## src/rtl/msk_aes_pkg.sv

```systemverilog
// msk_aes_pkg: shared constants and share-layout helpers for the masked AES datapath.
package msk_aes_pkg;
    localparam logic [7:0] AES_POLY = 8'h1b;

    function automatic int col_w(input int d);
        return 32 * d;
    endfunction

    function automatic int byte_w(input int d);
        return 8 * d;
    endfunction

    // bit i of share j inside a masked byte
    function automatic int sh_idx(input int i, input int j, input int d);
        return i * d + j;
    endfunction
endpackage

```

## src/rtl/msk_inv_mixcolumn_pipe_if.sv

```systemverilog
// msk_inv_mixcolumn_pipe_if: valid/ready column bus for the masked InvMixColumns pipe.
interface msk_inv_mixcolumn_pipe_if
    import msk_aes_pkg::*;
#(
    parameter int d = 2
);
    logic in_valid, in_ready, in_bypass, out_valid, out_ready, busy;
    logic [col_w(d)-1:0] sh_col_in, sh_col_out;

    modport master (
        output in_valid, in_bypass, sh_col_in, out_ready,
        input  in_ready, out_valid, sh_col_out, busy
    );
    modport slave (
        input  in_valid, in_bypass, sh_col_in, out_ready,
        output in_ready, out_valid, sh_col_out, busy
    );
endinterface

```

## src/rtl/msk_xtime_sharewise.sv

```systemverilog
// msk_xtime_sharewise: multiplies each share of a masked byte by x in GF(2^8).
module msk_xtime_sharewise
    import msk_aes_pkg::*;
#(
    parameter int d = 2
) (
    input  logic [byte_w(d)-1:0] x,
    output logic [byte_w(d)-1:0] y
);
    genvar i, j;
    for (j = 0; j < d; j++) begin : g_share
        assign y[sh_idx(0, j, d)] = x[sh_idx(7, j, d)];
        for (i = 1; i < 8; i++) begin : g_bit
            assign y[sh_idx(i, j, d)] = x[sh_idx(i - 1, j, d)] ^ (AES_POLY[i] & x[sh_idx(7, j, d)]);
        end
    end
endmodule

```

## src/rtl/msk_inv_mixcolumn_pipe.sv

```systemverilog
// msk_inv_mixcolumn_pipe: two-stage sharewise InvMixColumns = MixColumns(P(col)) with bypass.
module msk_inv_mixcolumn_pipe
    import msk_aes_pkg::*;
#(
    parameter int d = 2
) (
    input logic clk,
    input logic rst_n,
    msk_inv_mixcolumn_pipe_if.slave bus
);
    localparam int BW = byte_w(d);
    localparam int CW = col_w(d);

    logic s1_valid, s1_bypass, s2_valid, s2_bypass, s1_load, s2_load;
    logic [CW-1:0] s1_data, s2_data, p_data, mc_data;
    logic [BW-1:0] a[4], b[4], t[4], uv_in[2], uv_mid[2], uv[2];

    assign s2_load      = !s2_valid | bus.out_ready;
    assign s1_load      = !s1_valid | s2_load;
    assign bus.in_ready = rst_n & s1_load;
    assign bus.out_valid = s2_valid;
    assign bus.busy     = s1_valid | s2_valid;
    assign bus.sh_col_out = s2_bypass ? s2_data : mc_data;

    assign uv_in[0] = a[0] ^ a[2];
    assign uv_in[1] = a[1] ^ a[3];

    genvar k;
    for (k = 0; k < 2; k++) begin : g_uv
        msk_xtime_sharewise #(.d(d)) u_x1 (.x(uv_in[k]),  .y(uv_mid[k]));
        msk_xtime_sharewise #(.d(d)) u_x2 (.x(uv_mid[k]), .y(uv[k]));
    end

    // byte-wise XOR of interleaved shares stays within each share
    for (k = 0; k < 4; k++) begin : g_row
        assign a[k] = s1_data[k*BW +: BW];
        assign b[k] = s2_data[k*BW +: BW];
        assign p_data[k*BW +: BW] = a[k] ^ uv[k % 2];
        msk_xtime_sharewise #(.d(d)) u_xt (.x(b[k]), .y(t[k]));
        assign mc_data[k*BW +: BW] = t[k] ^ t[(k + 1) % 4] ^ b[(k + 1) % 4] ^ b[(k + 2) % 4] ^ b[(k + 3) % 4];
    end

    always_ff @(posedge clk) begin
        if (!rst_n) begin
            s1_valid  <= 1'b0;
            s1_bypass <= 1'b0;
            s1_data   <= '0;
            s2_valid  <= 1'b0;
            s2_bypass <= 1'b0;
            s2_data   <= '0;
        end else begin
            if (s2_load) begin
                s2_valid  <= s1_valid;
                s2_bypass <= s1_bypass;
                s2_data   <= s1_bypass ? s1_data : p_data;
            end
            if (s1_load) begin
                s1_valid  <= bus.in_valid;
                s1_bypass <= bus.in_bypass;
                s1_data   <= bus.sh_col_in;
            end
        end
    end
endmodule

```

## src/flat_wrapper.sv

```systemverilog
// flat-port wrapper written by rule: the top's interface ports become plain ports
module msk_inv_mixcolumn_pipe_flat import msk_aes_pkg::*;
#(
    parameter int d = 2
)
  (clk, rst_n, bus_in_valid, bus_in_bypass, bus_sh_col_in, bus_out_ready, bus_in_ready, bus_out_valid, bus_sh_col_out, bus_busy);
  msk_inv_mixcolumn_pipe_if #(.d(d)) bus_i ();
  input logic clk;
  input logic rst_n;
  input wire logic [$bits(bus_i.in_valid)-1:0] bus_in_valid;
  input wire logic [$bits(bus_i.in_bypass)-1:0] bus_in_bypass;
  input wire logic [$bits(bus_i.sh_col_in)-1:0] bus_sh_col_in;
  input wire logic [$bits(bus_i.out_ready)-1:0] bus_out_ready;
  output wire logic [$bits(bus_i.in_ready)-1:0] bus_in_ready;
  output wire logic [$bits(bus_i.out_valid)-1:0] bus_out_valid;
  output wire logic [$bits(bus_i.sh_col_out)-1:0] bus_sh_col_out;
  output wire logic [$bits(bus_i.busy)-1:0] bus_busy;
  assign bus_i.in_valid = bus_in_valid;
  assign bus_i.in_bypass = bus_in_bypass;
  assign bus_i.sh_col_in = bus_sh_col_in;
  assign bus_i.out_ready = bus_out_ready;
  assign bus_in_ready = bus_i.in_ready;
  assign bus_out_valid = bus_i.out_valid;
  assign bus_sh_col_out = bus_i.sh_col_out;
  assign bus_busy = bus_i.busy;
  msk_inv_mixcolumn_pipe #(.d(d)) u_core (.clk(clk), .rst_n(rst_n), .bus(bus_i));
endmodule
```

## config.mk

```make
export PLATFORM = sky130hd
export DESIGN_NAME = msk_inv_mixcolumn_pipe_flat
export DESIGN_NICKNAME = d
export VERILOG_FILES = /design/src/rtl/msk_aes_pkg.sv /design/src/rtl/msk_inv_mixcolumn_pipe_if.sv /design/src/rtl/msk_xtime_sharewise.sv /design/src/rtl/msk_inv_mixcolumn_pipe.sv /design/src/flat_wrapper.sv
export SDC_FILE = /design/constraint.sdc
export NUM_CORES = 1
export LEC_CHECK = 0
export ABC_AREA = 1
export BUFFER_PORTS_ARGS = -buffer_cell sky130_fd_sc_hd__buf_2
export CAP_MARGIN = 10
export CORE_MARGIN = 5
export CORE_UTILIZATION = 53
export CTS_CLUSTER_DIAMETER = 40
export DETAILED_ROUTE_END_ITERATION = 8
export GPL_ROUTABILITY_DRIVEN = 0
export GPL_TIMING_DRIVEN = 0
export PLACE_DENSITY_LB_ADDON = 0.08
export SKIP_CTS_REPAIR_TIMING = 1
export SKIP_LAST_GASP = 1
export SLEW_MARGIN = 30
export SYNTH_ARGS = -nofsm -noshare
export SYNTH_HDL_FRONTEND = slang
export SYNTH_SLANG_ARGS = --single-unit
```

## constraint.sdc

```tcl
create_clock -name clk -period 1.46 [get_ports clk]
set_clock_uncertainty 0.2 [all_clocks]
set_input_delay 0.219 -clock clk [delete_from_list [all_inputs] [get_ports clk]]
set_output_delay 0.219 -clock clk [all_outputs]
set_load 0.01 [all_outputs]
```

; ---- Word level (Yosys, flattened, before mapping)
; Index checks and enable logic that the tools add are counted.
[totals]
regBits = 132
out_inout_bits = 67
word_cells = 84
[op_classes]
muxes = 2
n_reduce_logical = 2
n_bitwise = 74
[ops]
columns = op, n
row1 = $xor A16 B16 Y16, 22
row2 = $mux W64, 2
row3 = $xor A1 B1 Y1, 48
row4 = $or A1 B1 Y1, 3
row5 = $logic_not A1 Y1, 2
row6 = $and A1 B1 Y1, 1

; ---- Depth between registers and ports, before layout
; Gate-level depths: netlist of run 1.
[depth]
depth_word = 6
mapped_depth = 11
depth_no_buf = 11

; ---- By module
; A second synthesis of run 1 with hierarchy kept.
[hier_totals]
cells_unflattened = 1911
area_unflattened_um2 = 10966.8
[by_module_without_submodules]
columns = module, area_per_inst_um2, instances, cells_per_inst
row1 = msk_inv_mixcolumn_pipe, 9585.4, 1, 1623
row2 = msk_xtime_sharewise, 172.7, 8, 36

; ---- Least setup slack after synthesis of run 1
; OpenSTA, ideal clock, no wires.
[synth_path]
path_kind = flip-flop to output port
start = register u_core.s2_data[62]
end = output bus_sh_col_out[50]
path_stages_with_launch = 8
arrival_ns = 1.259
path_slack_ns = -0.218
required_time_ns = 1.041
path_cell_list = dfxtp_1 buf_2 inv_2 nand2_1 nand2_1 xor2_1 xor2_1 o21ai_0
[synth_via]
elab_chain_len = 6
[synth_rtl]
columns = item, line
row1 = "start, declared", msk_inv_mixcolumn_pipe.sv:15  ; logic [CW-1:0] s1_data, s2_data, p_data, mc_data;
row2 = "start signal, assigned", msk_inv_mixcolumn_pipe.sv:55  ; s2_data <= s1_bypass ? s1_data : p_data;
row3 = $xor A1 B1 Y1, msk_xtime_sharewise.sv:14  ; assign y[sh_idx(i, j, d)] = x[sh_idx(i - 1, j, d)] ^ (AES_POLY[i] & x[sh_idx(7, j, d)]);
row4 = $xor A16 B16 Y16 (4 in series), msk_inv_mixcolumn_pipe.sv:40  ; assign mc_data[k*BW +: BW] = t[k] ^ t[(k + 1) % 4] ^ b[(k + 1) % 4] ^ b[(k + 2) % 4] ^ b[(k + 3) % 4];
row5 = $mux W64, msk_inv_mixcolumn_pipe.sv:23  ; assign bus.sh_col_out = s2_bypass ? s2_data : mc_data;
row6 = "end, declared", flat_wrapper.sv:16  ; output wire logic [$bits(bus_i.sh_col_out)-1:0] bus_sh_col_out;
; No other way between the ends.

; ---- Worst setup path after layout of run 1
[layout_path]
start = register u_core.s2_data[4]
end = output bus_sh_col_out[54]
; The elaborated chain is that of the path after synthesis.

==> results of run 1 <==
==> synth_stat cells, types with 3 or more instances <==
cell type	instances	area share
dfxtp_1	132	0.29
xor2_1	162	0.16
nand3_1	127	0.070
o21ai_0	125	0.069
o21ai_1	8	0.0044
clkbuf_1	44	0.018
o21bai_1	8	0.0066
buf_2	26	0.014
buf_1	3	0.0012
buf_6	3	0.0037
xnor2_2	6	0.011
nand2_1	360	0.15
a21oi_1	126	0.069
xnor2_1	84	0.081
inv_1	113	0.046
==> routing by layer <==
metal,up-vias,GRT usage
met2,1097,0.486
met5,-,0
li1,4946,-
met4,0,0.0806
met1,5568,0.400
met3,374,0.0418
==> cell type report <==
| cell class | count | area (um2) | share of cell area |
|---|---|---|---|
| Buffer | 78 | 817 | 0.0521 |
| Clock buffer | 22 | 495 | 0.0316 |
| Clock inverter | 9 | 124 | 0.00789 |
| Inverter | 114 | 483 | 0.0308 |
| Multi-Input combinational cell | 1017 | 8130 | 0.518 |
| Sequential cell | 132 | 2910 | 0.185 |
| Tap cell | 225 | 282 | 0.0179 |
| Timing Repair Buffer | 307 | 2450 | 0.156 |
==> through the flow <==
stage / area [um2] / worst slack [ps] / total power, mW
6_report: 15700 / -859 / 18.4
2_1_floorplan: 9630 / -74.3 / 9.02
3_3_place_gp: 10600 / -389 / 10.8
5_1_grt: 15700 / -918 / 19.0
4_1_cts: 11200 / -834 / 15.4
3_5_place_dp: 10600 / -387 / 11.0
==> report_power, final <==
part | internal, mW | total, mW | switching (mW)
combinational | 4.21 | 9.02 | 4.81
sequential | 3.96 | 4.78 | 0.823
clock | 2.90 | 4.62 | 1.72
==> worst max path at each step <==
| stage | start | to | cells past startpoint |
|---|---|---|---|
| after floorplan | u_core.s2_data[63]$_SDFFE_PN0P_ | bus_sh_col_out[35] | 7 |
| after global placement | u_core.s2_bypass$_SDFFE_PN0P_ | bus_sh_col_out[17] | 3 |
| after detailed placement | u_core.s2_bypass$_SDFFE_PN0P_ | bus_sh_col_out[33] | 3 |
| after CTS | u_core.s1_valid$_SDFFE_PN0P_ | bus_busy | 5 |
| after global routing | u_core.s2_data[14]$_SDFFE_PN0P_ | bus_sh_col_out[2] | 7 |
| final | u_core.s2_data[4]$_SDFFE_PN0P_ | bus_sh_col_out[54] | 9 |
==> kinds of logic after synthesis <==
kind of cell    after synthesis  share of synthesized area
compound gates              271                      0.152
xor+xnor                    254                      0.250
buf+inv                     194                     0.0869
flops                       132                      0.289
simple gates                492                      0.222
==> sequential cells by signal, indices dropped and copies added (netlist names) <==
name                  count
u_core.s1_valid           1
u_core.s1_data           64
u_core.s2_bypass          1
u_core.bus.out_valid      1
u_core.s1_bypass          1
u_core.s2_data           64
==> worst max-delay path: cells and delay by family, from the launching register on <==
family | cells | cell delay [ps]
simple gates | 6 | 640
flops | 1 | 430
buf+inv | 2 | 230
compound gates | 1 | 170
==> metrics, run 1 <==
RSZ-0062 raised after global routing=yes; Die Span Y=141 um; Worst Setup Slack, final=-859 ps; synthesized instance count=1343; worst r2r src=u_core.bus.out_valid$_SDFFE_PN0P_; Synth Cell Area=0.00913 mm2; class of the worst hold path=in2reg; Worst path max stage delay=430 ps; synth warn=0; GRT Util Overall=0.293; GR Overflow Total=0; Met2 Wirelength=21000 um; FF+latch count, synth=132; setup TNS=-61930 ps; Worst Hold Launch=bus_out_ready; I/O Buffers=135; core area=0.0171 mm2; async set-reset flop share out of synthesis=0; failing checks=design-rule violations, negative setup slack; routed wire length on met3=5070 um; post-DP HPWL=23200 um; via count=12000; Critical Path AT=1900 ps; startpoint types=flip-flop; max-slew violations=0; Final Hold Fails=0; initial antenna violation count=0; nature of the critical path endpoint=primary output; largest net degree at the start of global routing=17; Area Overhead vs Synth=71.8%; WP data required=1040 ps; worst skew pair latency=430 ps; syn nets=1412; number of buffers created by CTS=17; Worst-Margin Slew=683 ps; Cell Chain, Critical Path=inv_1 > nand2_1 > nand3b_1 > nand2_2 > nand2_1 > a21o_1 > nand3_1 > nand2_2 > buf_2; maximum VDD drop=995 uV; Worst slew margin=0.545; CTS Sinks=132; I/O pins=136; first-pass GRT wire length=46200 um; Initial DRT Pass Iterations=9; fin crit share=1.59; Vias per Instance=6.29; Metal-1 WL=15100 um; Detailed Route Iter0 Violations=1470; most frequent cells in the layout=242 x nand2_1, 129 x buf_2, 123 x xor2_1; Tmin final=2320 ps; CTS H-Tree Depth=4; worst-path fanout max=5; post-route ant nets=0; commonest non-fill, non-tap cell in the layout=nand2_1; initial core utilization=0.534; CTS Buffer Depth=2; Worst Hold Slack=139 ps; flop-to-flop setup slack=-300 ps; outcome=finished, violations left; Final Non-Filler Cells=1904; # setup viols final=188; post-synthesis sequential area ratio=0.289; Post-synth EDFFs=0; layout cells sized above 1=0.515; Top Metal Used=met4; worst reg2reg endpoint=u_core.s2_data[62]$_SDFFE_PN0P_; cell total after placement=1703; Main synth FF type=dfxtp_1; Register-to-Register Path Depth=9; n_diodes=0; Yosys cell types=24; die area=0.0200 mm2; cell area power density=1170 mW/mm2; max_cap viols=0; row cnt=48; CP Class=reg2out; slowest CP cell=dfxtp_4; Avg WL per Cell=23.7 um; CTS tree=built; filler cell count=668; die width=141 um; hold-critical path endpoint=u_core.s1_valid$_SDFFE_PN0P_; syn_area_per_cell=6.80 um2; Final Util=0.917; Pleak=6.95 nW; clk slew on worst S/H paths=60 ps; hold path depth=5; vias in the first global route=8645; CTS root buffer=clkbuf_16; FMAX=431 MHz; DRC Markers=4; Routed WL=45200 um; # nets final=1736
Note: power is estimated with default switching activity, not from simulation.
==> run 2: changes to the inputs <==
- CORE_ASPECT_RATIO: default -> 1.25
- CORE_MARGIN: 5 -> 3
- CTS_BUF_LIST: default -> sky130_fd_sc_hd__clkbuf_4 sky130_fd_sc_hd__clkbuf_8 sky130_fd_sc_hd__clkbuf_16
==> run 2 against run 1 <==
Compared with the run above: hold slack gained 100 ps; via count rose by 4.7%; highest routed layer is now met5; largest cell class unchanged; routed wire length up 11%; critical path depth rose by 2; critical path type is now reg2reg; the run still ends with design-rule violations, negative setup slack left; largest power group unchanged; utilization is 1.9 points higher.
==> metrics, run 2 (synthesized netlist as in run 1, its figures left out) <==
fin area=0.0158 mm2; most used cell along the critical path=nand2_1; switching share of total power=0.414; Final Non-Filler Cells=1905; worst-path fanout max=6; commonest non-fill, non-tap cell in the layout=nand2_1; Avg WL per Cell=26.2 um; Vias per Instance=6.59; number of buffers created by CTS=17; first-pass GRT wire length=44400 um; Critical Path AT=2450 ps; fin crit share=1.60; CTS root buffer=clkbuf_16; WP data required=1570 ps; cell area power density=1170 mW/mm2; Internal=10.8 mW; Detailed Route Iter0 Violations=2127; CTS tree=built; I/O pins=136; I/O Buffers=135; setup TNS=-74740 ps; Cell Chain, Critical Path=inv_1 > nand2_1 > nand2_1 > nand2_1 > nand2_1 > nand2_1 > nand3_1 > nand2_1 > nand3_2 > nand2_1 > inv_1; Die Span Y=153 um; class of the worst hold path=in2reg; Worst Hold Slack=238 ps; failing checks=design-rule violations, negative setup slack; Area Overhead vs Synth=72.6%; Tmin final=2340 ps; die width=123 um; most frequent cells in the layout=226 x nand2_1, 129 x buf_2, 125 x xor2_1; Regs by FF count=u_core.s1_data (64), u_core.s2_data (64); RSZ-0062 raised after global routing=yes; Pleak=6.98 nW; Worst-Margin Slew=1060 ps; nature of the critical path endpoint=flip-flop; post-route ant nets=0; GRT Util Overall=0.301; Final Hold Fails=0; CP top delay family=simple AND/OR/NAND/NOR gates; Routed WL=50000 um; GR Overflow Total=0; max-slew violations=0; worst skew pair latency=430 ps; Comb pwr share=0.499; NetSw=7.62 mW; CTS Buffer Depth=2; vias in the first global route=8475; # setup viols final=193; FMAX=427 MHz; Sequential Power Share=0.261; PnR Total Power=18.4 mW; startpoint types=flip-flop; Worst slew margin=0.294; largest net degree at the start of global routing=17; Worst Setup Slack, final=-881 ps; cell total after placement=1698; row cnt=53; clock power share=0.241; CP bufs+invs=2; CTS Sinks=132; n_diodes=0; max_cap viols=0; pre-CTS WS=-449 ps; layout cells sized above 1=0.520; initial antenna violation count=3; maximum VDD drop=872 uV; die area=0.0189 mm2; Placed Area=0.0106 mm2; clk slew on worst S/H paths=60 ps; # nets final=1743; outcome=finished, violations left; core area=0.0168 mm2; DRC Markers=20; post-DP HPWL=22700 um; CP Class=reg2reg; via count=12500; Worst path max stage delay=450 ps; Initial DRT Pass Iterations=9; slowest CP cell=dfxtp_2; initial core utilization=0.542; Final Util=0.936; CTS H-Tree Depth=4
-- run 2: metal layers --
layer / wire [um] / track usage
met2: 22400 / 0.507
met5: 34 / 0
met4: 5830 / 0.126
met3: 6210 / 0.0449
met1: 15500 / 0.380
-- run 2: cell type report --
type                            count  area, um2
Multi-Input combinational cell   1017       8130
Sequential cell                   132       2900
Timing Repair Buffer              312       2550
Fill cell                         508       1080
Buffer                             80        843
Clock buffer                       21        485
Inverter                          114        470
Tap cell                          220        275
Clock inverter                      9        103
-- run 2: power groups by stage --
| stage | sequential [mW] | combinational [mW] | clock, mW |
|---|---|---|---|
| floorplan | 4.38 | 4.64 | 0 |
| global placement | 4.56 | 6.23 | 0 |
| detailed placement | 4.56 | 6.35 | 0 |
| CTS | 4.49 | 6.37 | 4.24 |
| global route | 4.81 | 9.63 | 4.50 |
| finish | 4.80 | 9.19 | 4.43 |
-- run 2: worst paths after layout --
path	endpoint	cells after the start	startpoint	slack [ps]
worst max-delay path	u_core.s2_data[25]$_SDFFE_PN0P_	11	u_core.s1_data[21]$_SDFFE_PN0P_	-880
worst min-delay path	u_core.s1_valid$_SDFFE_PN0P_	6	bus_out_ready	240
worst max register to register	u_core.s2_data[25]$_SDFFE_PN0P_	11	u_core.s1_data[21]$_SDFFE_PN0P_	-880
worst min register to register	u_core.s1_data[12]$_SDFFE_PN0P_	2	u_core.s1_data[12]$_SDFFE_PN0P_	320
-- run 2: tightest hold or removal path, cell delays in order --
cell and delay, ps:
buf_2 110, nor2_4 50, buf_6 120, nand2_4 90, buf_6 140, a21oi_1 90
